==> src/rtl/vga_pkg.sv <==
// Shared 640x480@60 Hz VGA timing constants and the pin bundle type used by
// the scan generator and its axis counters.
package vga_pkg;

    localparam int DEF_H_VISIBLE = 640;
    localparam int DEF_H_FRONT   = 16;
    localparam int DEF_H_SYNC    = 96;
    localparam int DEF_H_BACK    = 48;

    localparam int DEF_V_VISIBLE = 480;
    localparam int DEF_V_FRONT   = 10;
    localparam int DEF_V_SYNC    = 2;
    localparam int DEF_V_BACK    = 33;

    localparam int H_TOTAL      = DEF_H_VISIBLE + DEF_H_FRONT + DEF_H_SYNC + DEF_H_BACK;
    localparam int V_TOTAL      = DEF_V_VISIBLE + DEF_V_FRONT + DEF_V_SYNC + DEF_V_BACK;
    localparam int H_SYNC_START = DEF_H_VISIBLE + DEF_H_FRONT;
    localparam int V_SYNC_START = DEF_V_VISIBLE + DEF_V_FRONT;

    localparam int COORD_W = 10;
    localparam int COLOR_W = 8;

    typedef struct packed {
        logic               hs_n;
        logic               vs_n;
        logic               blank_n;
        logic [COLOR_W-1:0] r;
        logic [COLOR_W-1:0] g;
        logic [COLOR_W-1:0] b;
    } vga_pins_t;

    // Idle pin state: syncs deasserted (high), blanked, black.
    localparam vga_pins_t PINS_RESET = '{hs_n: 1'b1, vs_n: 1'b1, blank_n: 1'b0,
                                         r: '0, g: '0, b: '0};

    function automatic logic in_window(input logic [COORD_W-1:0] pos,
                                       input logic [COORD_W-1:0] lo,
                                       input logic [COORD_W-1:0] hi);
        return (pos >= lo) && (pos < hi);
    endfunction

endpackage

==> src/rtl/vga_axis_counter.sv <==
// Modulo-N up counter used for both scan axes; wrap flags the terminal count.
module vga_axis_counter
    import vga_pkg::*;
#(
    parameter int MODULUS = H_TOTAL,
    parameter int WIDTH   = COORD_W
) (
    input  logic             i_clk,
    input  logic             i_reset,
    input  logic             i_en,
    output logic [WIDTH-1:0] count,
    output logic             wrap
);

    localparam logic [WIDTH-1:0] LAST = WIDTH'(MODULUS - 1);

    logic [WIDTH-1:0] r_count;

    always_ff @(posedge i_clk) begin
        if (i_reset) begin
            r_count <= '0;
        end else if (i_en) begin
            r_count <= wrap ? '0 : r_count + WIDTH'(1);
        end
    end

    assign wrap  = (r_count == LAST);
    assign count = r_count;

endmodule

==> src/rtl/vga_scan_gen.sv <==
// Raster timing generator: pixel-rate toggle, H/V scan counters, sync/blank
// decode and a registered pin stage so sync, blank and colour stay aligned.
module vga_scan_gen
    import vga_pkg::*;
#(
    parameter int H_VISIBLE = DEF_H_VISIBLE,
    parameter int H_FRONT   = DEF_H_FRONT,
    parameter int H_SYNC    = DEF_H_SYNC,
    parameter int H_BACK    = DEF_H_BACK,
    parameter int V_VISIBLE = DEF_V_VISIBLE,
    parameter int V_FRONT   = DEF_V_FRONT,
    parameter int V_SYNC    = DEF_V_SYNC,
    parameter int V_BACK    = DEF_V_BACK
) (
    input  logic               Clk,
    input  logic               Reset,
    input  logic [COLOR_W-1:0] RGB_R,
    input  logic [COLOR_W-1:0] RGB_G,
    input  logic [COLOR_W-1:0] RGB_B,
    output logic [COORD_W-1:0] DrawX,
    output logic [COORD_W-1:0] DrawY,
    output logic               pix_en,
    output logic               frame_start,
    output logic               vblank,
    output logic               VGA_CLK,
    output logic               VGA_HS,
    output logic               VGA_VS,
    output logic               VGA_BLANK_N,
    output logic               VGA_SYNC_N,
    output logic [COLOR_W-1:0] VGA_R,
    output logic [COLOR_W-1:0] VGA_G,
    output logic [COLOR_W-1:0] VGA_B
);

    localparam int LP_H_TOTAL = H_VISIBLE + H_FRONT + H_SYNC + H_BACK;
    localparam int LP_V_TOTAL = V_VISIBLE + V_FRONT + V_SYNC + V_BACK;

    localparam logic [COORD_W-1:0] LP_H_VIS      = COORD_W'(H_VISIBLE);
    localparam logic [COORD_W-1:0] LP_H_SYNC_BEG = COORD_W'(H_VISIBLE + H_FRONT);
    localparam logic [COORD_W-1:0] LP_H_SYNC_END = COORD_W'(H_VISIBLE + H_FRONT + H_SYNC);
    localparam logic [COORD_W-1:0] LP_V_VIS      = COORD_W'(V_VISIBLE);
    localparam logic [COORD_W-1:0] LP_V_SYNC_BEG = COORD_W'(V_VISIBLE + V_FRONT);
    localparam logic [COORD_W-1:0] LP_V_SYNC_END = COORD_W'(V_VISIBLE + V_FRONT + V_SYNC);

    logic               r_toggle;
    logic               r_frame_start;
    vga_pins_t          r_pins;

    logic               w_pix_en;
    logic               w_v_en;
    logic [COORD_W-1:0] w_hc;
    logic [COORD_W-1:0] w_vc;
    logic               w_h_wrap;
    logic               w_v_wrap;
    logic               w_hs_raw;
    logic               w_vs_raw;
    logic               w_vis;
    vga_pins_t          w_next_pins;

    // The toggle itself is the pixel enable and the DAC clock.
    always_ff @(posedge Clk) begin
        if (Reset) begin
            r_toggle <= 1'b0;
        end else begin
            r_toggle <= ~r_toggle;
        end
    end

    assign w_pix_en = r_toggle;
    assign w_v_en   = w_pix_en & w_h_wrap;

    vga_axis_counter #(
        .MODULUS(LP_H_TOTAL),
        .WIDTH  (COORD_W)
    ) u_hcount (
        .i_clk  (Clk),
        .i_reset(Reset),
        .i_en   (w_pix_en),
        .count  (w_hc),
        .wrap   (w_h_wrap)
    );

    vga_axis_counter #(
        .MODULUS(LP_V_TOTAL),
        .WIDTH  (COORD_W)
    ) u_vcount (
        .i_clk  (Clk),
        .i_reset(Reset),
        .i_en   (w_v_en),
        .count  (w_vc),
        .wrap   (w_v_wrap)
    );

    always_comb begin
        w_hs_raw    = ~in_window(w_hc, LP_H_SYNC_BEG, LP_H_SYNC_END);
        w_vs_raw    = ~in_window(w_vc, LP_V_SYNC_BEG, LP_V_SYNC_END);
        w_vis       = (w_hc < LP_H_VIS) && (w_vc < LP_V_VIS);
        w_next_pins = PINS_RESET;
        w_next_pins.hs_n    = w_hs_raw;
        w_next_pins.vs_n    = w_vs_raw;
        w_next_pins.blank_n = w_vis;
        if (w_vis) begin
            w_next_pins.r = RGB_R;
            w_next_pins.g = RGB_G;
            w_next_pins.b = RGB_B;
        end
    end

    // Pins capture the pixel being left on the same edge the counters advance.
    always_ff @(posedge Clk) begin
        if (Reset) begin
            r_pins        <= PINS_RESET;
            r_frame_start <= 1'b0;
        end else begin
            if (w_pix_en) begin
                r_pins <= w_next_pins;
            end
            r_frame_start <= w_pix_en & w_h_wrap & w_v_wrap;
        end
    end

    assign DrawX       = w_hc;
    assign DrawY       = w_vc;
    assign pix_en      = w_pix_en;
    assign VGA_CLK     = r_toggle;
    assign frame_start = r_frame_start;
    assign vblank      = (w_vc >= LP_V_VIS);
    assign VGA_HS      = r_pins.hs_n;
    assign VGA_VS      = r_pins.vs_n;
    assign VGA_BLANK_N = r_pins.blank_n;
    assign VGA_SYNC_N  = 1'b0;
    assign VGA_R       = r_pins.r;
    assign VGA_G       = r_pins.g;
    assign VGA_B       = r_pins.b;

endmodule

==> config.mk <==
export PLATFORM = sky130hd
export DESIGN_NAME = vga_scan_gen
export DESIGN_NICKNAME = d
export VERILOG_FILES = /design/src/rtl/vga_pkg.sv /design/src/rtl/vga_axis_counter.sv /design/src/rtl/vga_scan_gen.sv
export SDC_FILE = /design/constraint.sdc
export NUM_CORES = 1
export LEC_CHECK = 0
export CAP_MARGIN = 20
export CORE_MARGIN = 2
export CORE_UTILIZATION = 30
export DETAILED_ROUTE_END_ITERATION = 7
export PLACE_DENSITY = 0.66
export RECOVER_POWER = 100
export SETUP_SLACK_MARGIN = 0.3
export SYNTH_ARGS = -nofsm -noshare
export SYNTH_HDL_FRONTEND = slang
export SYNTH_SLANG_ARGS = --single-unit
export TNS_END_PERCENT = 1
==> constraint.sdc <==
create_clock -name Clk -period 1.65 [get_ports Clk]
set_input_delay 0.4125 -clock Clk [delete_from_list [all_inputs] [get_ports Clk]]
set_output_delay 0.4125 -clock Clk [all_outputs]
set_load 0.01 [all_outputs]
==> metrics.cfg, run 1 <==
[run_status]
outcome=complete, but fails checks
violations=negative setup slack

[layout]
nNetsFinal=336
syn2layout_area_growth_pct=75.0
layout-drive-gt1-share=0.382
antenna_cells=0
fin_cells=383

[floorplan]
dieArea_um2=7220
die_w_um=85.0
fp-row-count=29
start_util=0.310
pin_count=78
die_y_um=85.0
core-area_um2=6350

[sta]
maxSlewViolCount=0
slew-limit-headroom=0.616
timing.final.ws_setup_ns=-0.0159
final.setup.tns_ns=-0.0530
worst_pin_slew_ns=0.575
whs_ns=0.465
grt_setup_unrepaired=true
final_hold_viol_count=0
finClkSkew_ns=0.00752
setup_viol=8
max_freq_ghz=0.600
fin_crit_ns=1.67
period_share=1.01

[hold_path]
hold_start=VGA_BLANK_N
hp-class=reg -> reg
whs_path_depth=1
min_to=VGA_BLANK_N

[critical_path]
crit_top_cell=buf_6
cpLargestDelayFamily=simple AND/OR/NAND/NOR gates
startpoint_type=flop
crit_path_max_incr_delay_ns=0.33
path_depth=7
r2r_slack_ns=-0.02
worstPathArrival_ns=1.91
path_cells=and4_4 > or2_4 > buf_6 > nor4bb_4 > buf_6 > clkbuf_16 > a22o_1
cp-end-kind=flop
required_ns=1.89
cp_max_fo=6
timing.rr.start=u_vcount.count[8]
crit_slowest_cell=dfxtp_2
rr_endpoint=VGA_R[1]
path_class=reg -> reg
worstRegToRegCells=7
path_buf_inv=3

[logic_synthesis]
synth_commonest_cells=dfxtp_1, a22o_1, nor2_1
synth_area_leader_cell=dfxtp_1
yosysSeqAreaShare=0.498
async_flop_share=0
ys_seq_elements=49
yosys_warnings=0
syn-num-nets=233
synth_flop_cell=dfxtp_1
synth_enable_flop_cells=0
ys_types=36
yosys.cell_count.top_type=dfxtp_1
synth_area_um2=1970
synth.top_cell.area_share=0.498
synth_area_per_cell_um2=9.74
yosys-top-cells-area=dfxtp_1, a22o_1, ha_1
syn_inst=202

[power_and_ir_drop]
vdd_ir_drop_max_mv=0.502
p_leak_nw=1.79
power.density_nw_per_um2=663
power_mw=2.28

[place]
io_buffers=76
place_ws_ns=-0.319
gp_congestion=0.832
placed_cells=370
dp.final_hpwl_um=3690

[job]
max_cap_viol_count=0

[global_route]
antenna_found_initial=0
grt-ovfl-total=0
grt_pass1_vias=1725
grt_usage=0.140
grt_max_degree=27
grt_pass1_wl_um=8350

[cts]
numCtsBuffers=5
cts_tree=built
path_clk_slew_ns=0.09
cts.sinks=49
clockBufferDepth=2
clk_latency_ns=0.30
root_buffer=clkbuf_8
htree_levels=2

[drt]
vias=1880
vias_per_cell=4.91
drc=0
wl_per_cell_um=14.6
totalWireLength_um=5590
detail-route-antenna-nets=0
drt_iter0_drc=36
dr.pass1.iters=4

[state kept, by name (all words and copies together), names as in the netlist]
signal,count
VGA_CLK,1
u_vcount.count,10
frame_start,1
VGA_G,8
u_hcount.count,10
VGA_R,8
VGA_BLANK_N,1
VGA_VS,1
VGA_HS,1
VGA_B,8
[cells in the final DEF (no fill, tap or decap), types with 4 or more instances in the layout]
cell type / n
a21oi_1: 5
a21oi_2: 5
clkbuf_8: 5
xor2_1: 4
dlymetal6s2s_1: 29
dfxtp_4: 8
dfxtp_1: 30
o21ai_0: 7
xnor2_1: 6
buf_6: 16
buf_4: 16
or3_1: 4
inv_1: 4
nand3_1: 8
clkbuf_2: 17
nor2_4: 7
clkdlybuf4s50_1: 25
a22o_1: 24
nand2_1: 9
nor2_1: 7
dfxtp_2: 11
[power by group]
group          total, mW  internal (mW)  leakage, nW  switching [mW]
logic              0.328          0.203         1.34           0.125
registers           1.25           1.22        0.411          0.0288
clock network      0.711          0.301       0.0481           0.410
[per-stage QoR]
| step | util | cell area, um^2 |
|---|---|---|
| global placement | 0.477 | 3030 |
| CTS | 0.489 | 3110 |
| global route | 0.542 | 3440 |
| detailed placement | 0.477 | 3030 |
| floorplan | - | 2020 |
| finish | 0.542 | 3440 |
[cell type report]
class	count	area [um^2]
clock buffers	5	68.8
clock inverters	3	22.5
well taps	77	96.3
repair buffers	108	1090
fillers	575	2910
inverters	6	27.5
multi-input cells	135	1110
flip-flops and latches	49	1020
[worst max path at each step]
stage                                  from       end
after detailed placement              Reset  VGA_B[5]
after CTS                 u_vcount.count[8]  VGA_R[0]
after floorplan           u_vcount.count[5]  VGA_R[7]
after global routing      u_vcount.count[7]  VGA_B[7]
after global placement                Reset  VGA_B[0]
final                     u_vcount.count[8]  VGA_R[1]
[repair_timing]
action / CTS / global route
hold buffers: 0 / 0
cloned: 0 / 3
resized for setup: 35 / 146
pin swaps: 0 / 58
buffers inserted: 0 / 2
endpoints found under the hold margin: 0 / 0
setup endpoints to repair: 96 / 97
[per-layer routing]
layer / vias to the layer above / wire, um / global-route usage
met4: 0 / 43 / 0.0303
met5: - / 0 / 0
met1: 880 / 2640 / 0.194
met3: 7 / 277 / 0.0370
met2: 54 / 2630 / 0.218
li1: 939 / - / -
[cells by family (layout without fill, tap and decap cells)]
| kind of cell | Yosys count | in the layout | synth area share |
|---|---|---|---|
| other | 1 | 1 | 0.00191 |
| DFF | 49 | 49 | 0.498 |
| buffers and inverters | 18 | 122 | 0.0432 |
| and+or+nand+nor | 72 | 72 | 0.209 |
| xor gates and xnor gates | 10 | 10 | 0.0445 |
| adders and majority gates | 5 | 5 | 0.0318 |
| AOI/OAI and AO/OA | 47 | 47 | 0.171 |
No activity file was read; power rests on OpenSTA's default activity.
==> inputs of run 2 (changes only) <==
--- a/config.mk
+++ b/config.mk
@@ -8,6 +8,7 @@
 export CAP_MARGIN = 20
 export CORE_MARGIN = 2
 export CORE_UTILIZATION = 30
+export CTS_CLUSTER_DIAMETER = 150
 export DETAILED_ROUTE_END_ITERATION = 7
 export PLACE_DENSITY = 0.66
 export RECOVER_POWER = 100
==> results of run 2 <==
Final layout, timing and power as in run 1 (identical DEF).
==> inputs of run 3 (changes only) <==
--- a/config.mk
+++ b/config.mk
@@ -10,9 +10,10 @@
 export CORE_UTILIZATION = 30
 export CTS_CLUSTER_DIAMETER = 150
 export DETAILED_ROUTE_END_ITERATION = 7
-export PLACE_DENSITY = 0.66
+export PLACE_DENSITY = 0.64
 export RECOVER_POWER = 100
 export SETUP_SLACK_MARGIN = 0.3
+export SLEW_MARGIN = 5
 export SYNTH_ARGS = -nofsm -noshare
 export SYNTH_HDL_FRONTEND = slang
 export SYNTH_SLANG_ARGS = --single-unit
==> constraint.sdc (replaced) <==
create_clock -name Clk -period 1.9 [get_ports Clk]
set_input_delay 0.475 -clock Clk [delete_from_list [all_inputs] [get_ports Clk]]
set_output_delay 0.475 -clock Clk [all_outputs]
set_load 0.01 [all_outputs]
==> metrics.cfg, run 3 (same netlist as run 1, synthesis figures left out) <==
[power_and_ir_drop]
power.density_nw_per_um2=693  ; +4.5%
power_mw=2.08  ; -9.1%
p_leak_nw=1.20  ; -33%
vdd_ir_drop_max_mv=0.375  ; -25%

[critical_path]
cp_max_fo=4  ; -2
worstPathArrival_ns=1.33  ; -0.58 ns
path_buf_inv=2  ; -1
r2r_slack_ns=0.20  ; +0.22 ns
cp-end-kind=output pin
crit_slowest_cell=dlygate4sd3_1
startpoint_type=flop
crit_path_max_incr_delay_ns=0.59  ; +0.26 ns
required_ns=1.42  ; -0.47 ns
cpLargestDelayFamily=buffers and inverters
path_cells=buf_4 > dlygate4sd3_1
path_class=reg -> out

[place]
placed_cells=354  ; -4.3%
gp_congestion=0.795  ; -4.5%
place_ws_ns=-0.140  ; +0.178 ns
dp.final_hpwl_um=3420  ; -7.4%
io_buffers=76  ; unchanged
post_dp_cell_area_um2=2880  ; -5.0%

[sta]
maxSlewViolCount=0  ; unchanged
finClkSkew_ns=0.00433  ; -0.00319 ns
worst_pin_slew_ns=0.994  ; +0.419 ns
whs_ns=0.464  ; -0.00136 ns
final_hold_viol_count=0  ; unchanged
final.setup.tns_ns=0  ; +0.0530 ns
setup_viol=0  ; -8
timing.final.ws_setup_ns=0.0936  ; +0.109 ns
fin_crit_ns=1.81
max_freq_ghz=0.554
period_share=0.951
slew-limit-headroom=0.337  ; -0.279
grt_setup_unrepaired=true

[drt]
vias_per_cell=4.80  ; -2.3%
drc=0  ; unchanged
vias=1736  ; -7.7%
drt_iter0_drc=48  ; +33%
totalWireLength_um=4800  ; -14%
wl_per_cell_um=13.3  ; -9.1%
dr.pass1.iters=4  ; unchanged
detail-route-antenna-nets=0  ; unchanged

[cts]
htree_levels=2  ; unchanged
clockBufferDepth=2  ; unchanged
post_cts_buffers=0  ; unchanged
path_clk_slew_ns=0.09  ; about the same
cts_tree=built
root_buffer=clkbuf_8
clk_latency_ns=0.29  ; about the same
cts.sinks=49  ; unchanged
numCtsBuffers=5  ; unchanged
holdBufCountCts=0  ; unchanged

[hold_path]
hp-class=reg -> reg

[layout]
antenna_cells=0  ; unchanged
fin_cells=362  ; -5.5%
fin_util=0.472  ; -0.0705
nNetsFinal=315  ; -6.3%
postLayoutCellArea_um2=3000  ; -13%
layout-drive-gt1-share=0.105  ; -0.277
most-common-layout-cells=dlygate4sd3_1, dfxtp_1, clkdlybuf4s50_1, a22o_1, nor2_1
syn2layout_area_growth_pct=52.3
final_common_cell=dlygate4sd3_1

[floorplan]
die_y_um=85.0  ; unchanged
dieArea_um2=7220  ; unchanged
core-area_um2=6350  ; unchanged
die_w_um=85.0  ; unchanged
start_util=0.310  ; unchanged
fp-row-count=29  ; unchanged
pin_count=78  ; unchanged

[global_route]
grt_pass1_wl_um=7940  ; -4.9%
grt-ovfl-total=0  ; unchanged
grt_pass1_vias=1602  ; -7.1%
grt_usage=0.133  ; -0.00646
antenna_found_initial=0  ; unchanged
grt_max_degree=27  ; unchanged

[job]
max_cap_viol_count=0  ; unchanged

[run_status]
outcome=complete, no violations

-- run 3: cell types whose count changed in the layout (fill, tap and decap cells not counted), sizes merged --
cell           change
clkdlybuf4s50      +8
buf               -27
clkbuf            -13
dlygate4sd2        +1
clkdlybuf4s25      +1
dlygate4sd3       +40
bufinv             +1
clkinv             -3
dlymetal6s2s      -29
-- run 3: final timing paths --
path                startpoint     endpoint  cells after the start
max          u_vcount.count[8]     DrawY[8]                      2
min                VGA_BLANK_N  VGA_BLANK_N                      1
min reg2reg        VGA_BLANK_N  VGA_BLANK_N                      1
max reg2reg  u_vcount.count[8]     VGA_B[2]                      6
-- run 3: worst register-to-register path, stage by stage (launching register included) --
cell,delay [ns]
dfxtp_1,0.32
and4_1,0.23
or2_0,0.27
buf_4,0.16
nor4bb_4,0.31
buf_12,0.21
a22o_1,0.16
-- run 3: area by class of cell --
| cell class | count | area (um^2) |
|---|---|---|
| tap | 77 | 96.3 |
| inverter | 6 | 22.5 |
| clock buffer | 7 | 86.3 |
| clock inverter | 1 | 30.0 |
| multi-input combinational | 135 | 930 |
| timing repair buffer | 87 | 836 |
| sequential | 49 | 996 |
| fill | 636 | 3350 |
-- run 3: metal layers --
| metal | global-route usage | up-vias | share of wire |
|---|---|---|---|
| met4 | 0.0260 | 0 | 0.0040 |
| li1 | - | 889 | - |
| met5 | 0 | - | 0 |
| met2 | 0.199 | 45 | 0.44 |
| met3 | 0.0438 | 2 | 0.058 |
| met1 | 0.189 | 800 | 0.50 |
-- run 3: power breakdown --
part	total (mW)	leakage (nW)	internal, mW	switching [mW]
logic	0.222	0.738	0.136	0.0861
clock network	0.766	0.0585	0.430	0.336
registers	1.09	0.404	1.06	0.0252
total	2.08	1.20	1.63	0.447
-- run 3: timing repair --
action	4_1_cts	5_1_grt
pin swaps	1	0
gates cloned	0	0
resized for setup	13	5
endpoints found under the hold margin	0	0
setup endpoints to repair	94	93
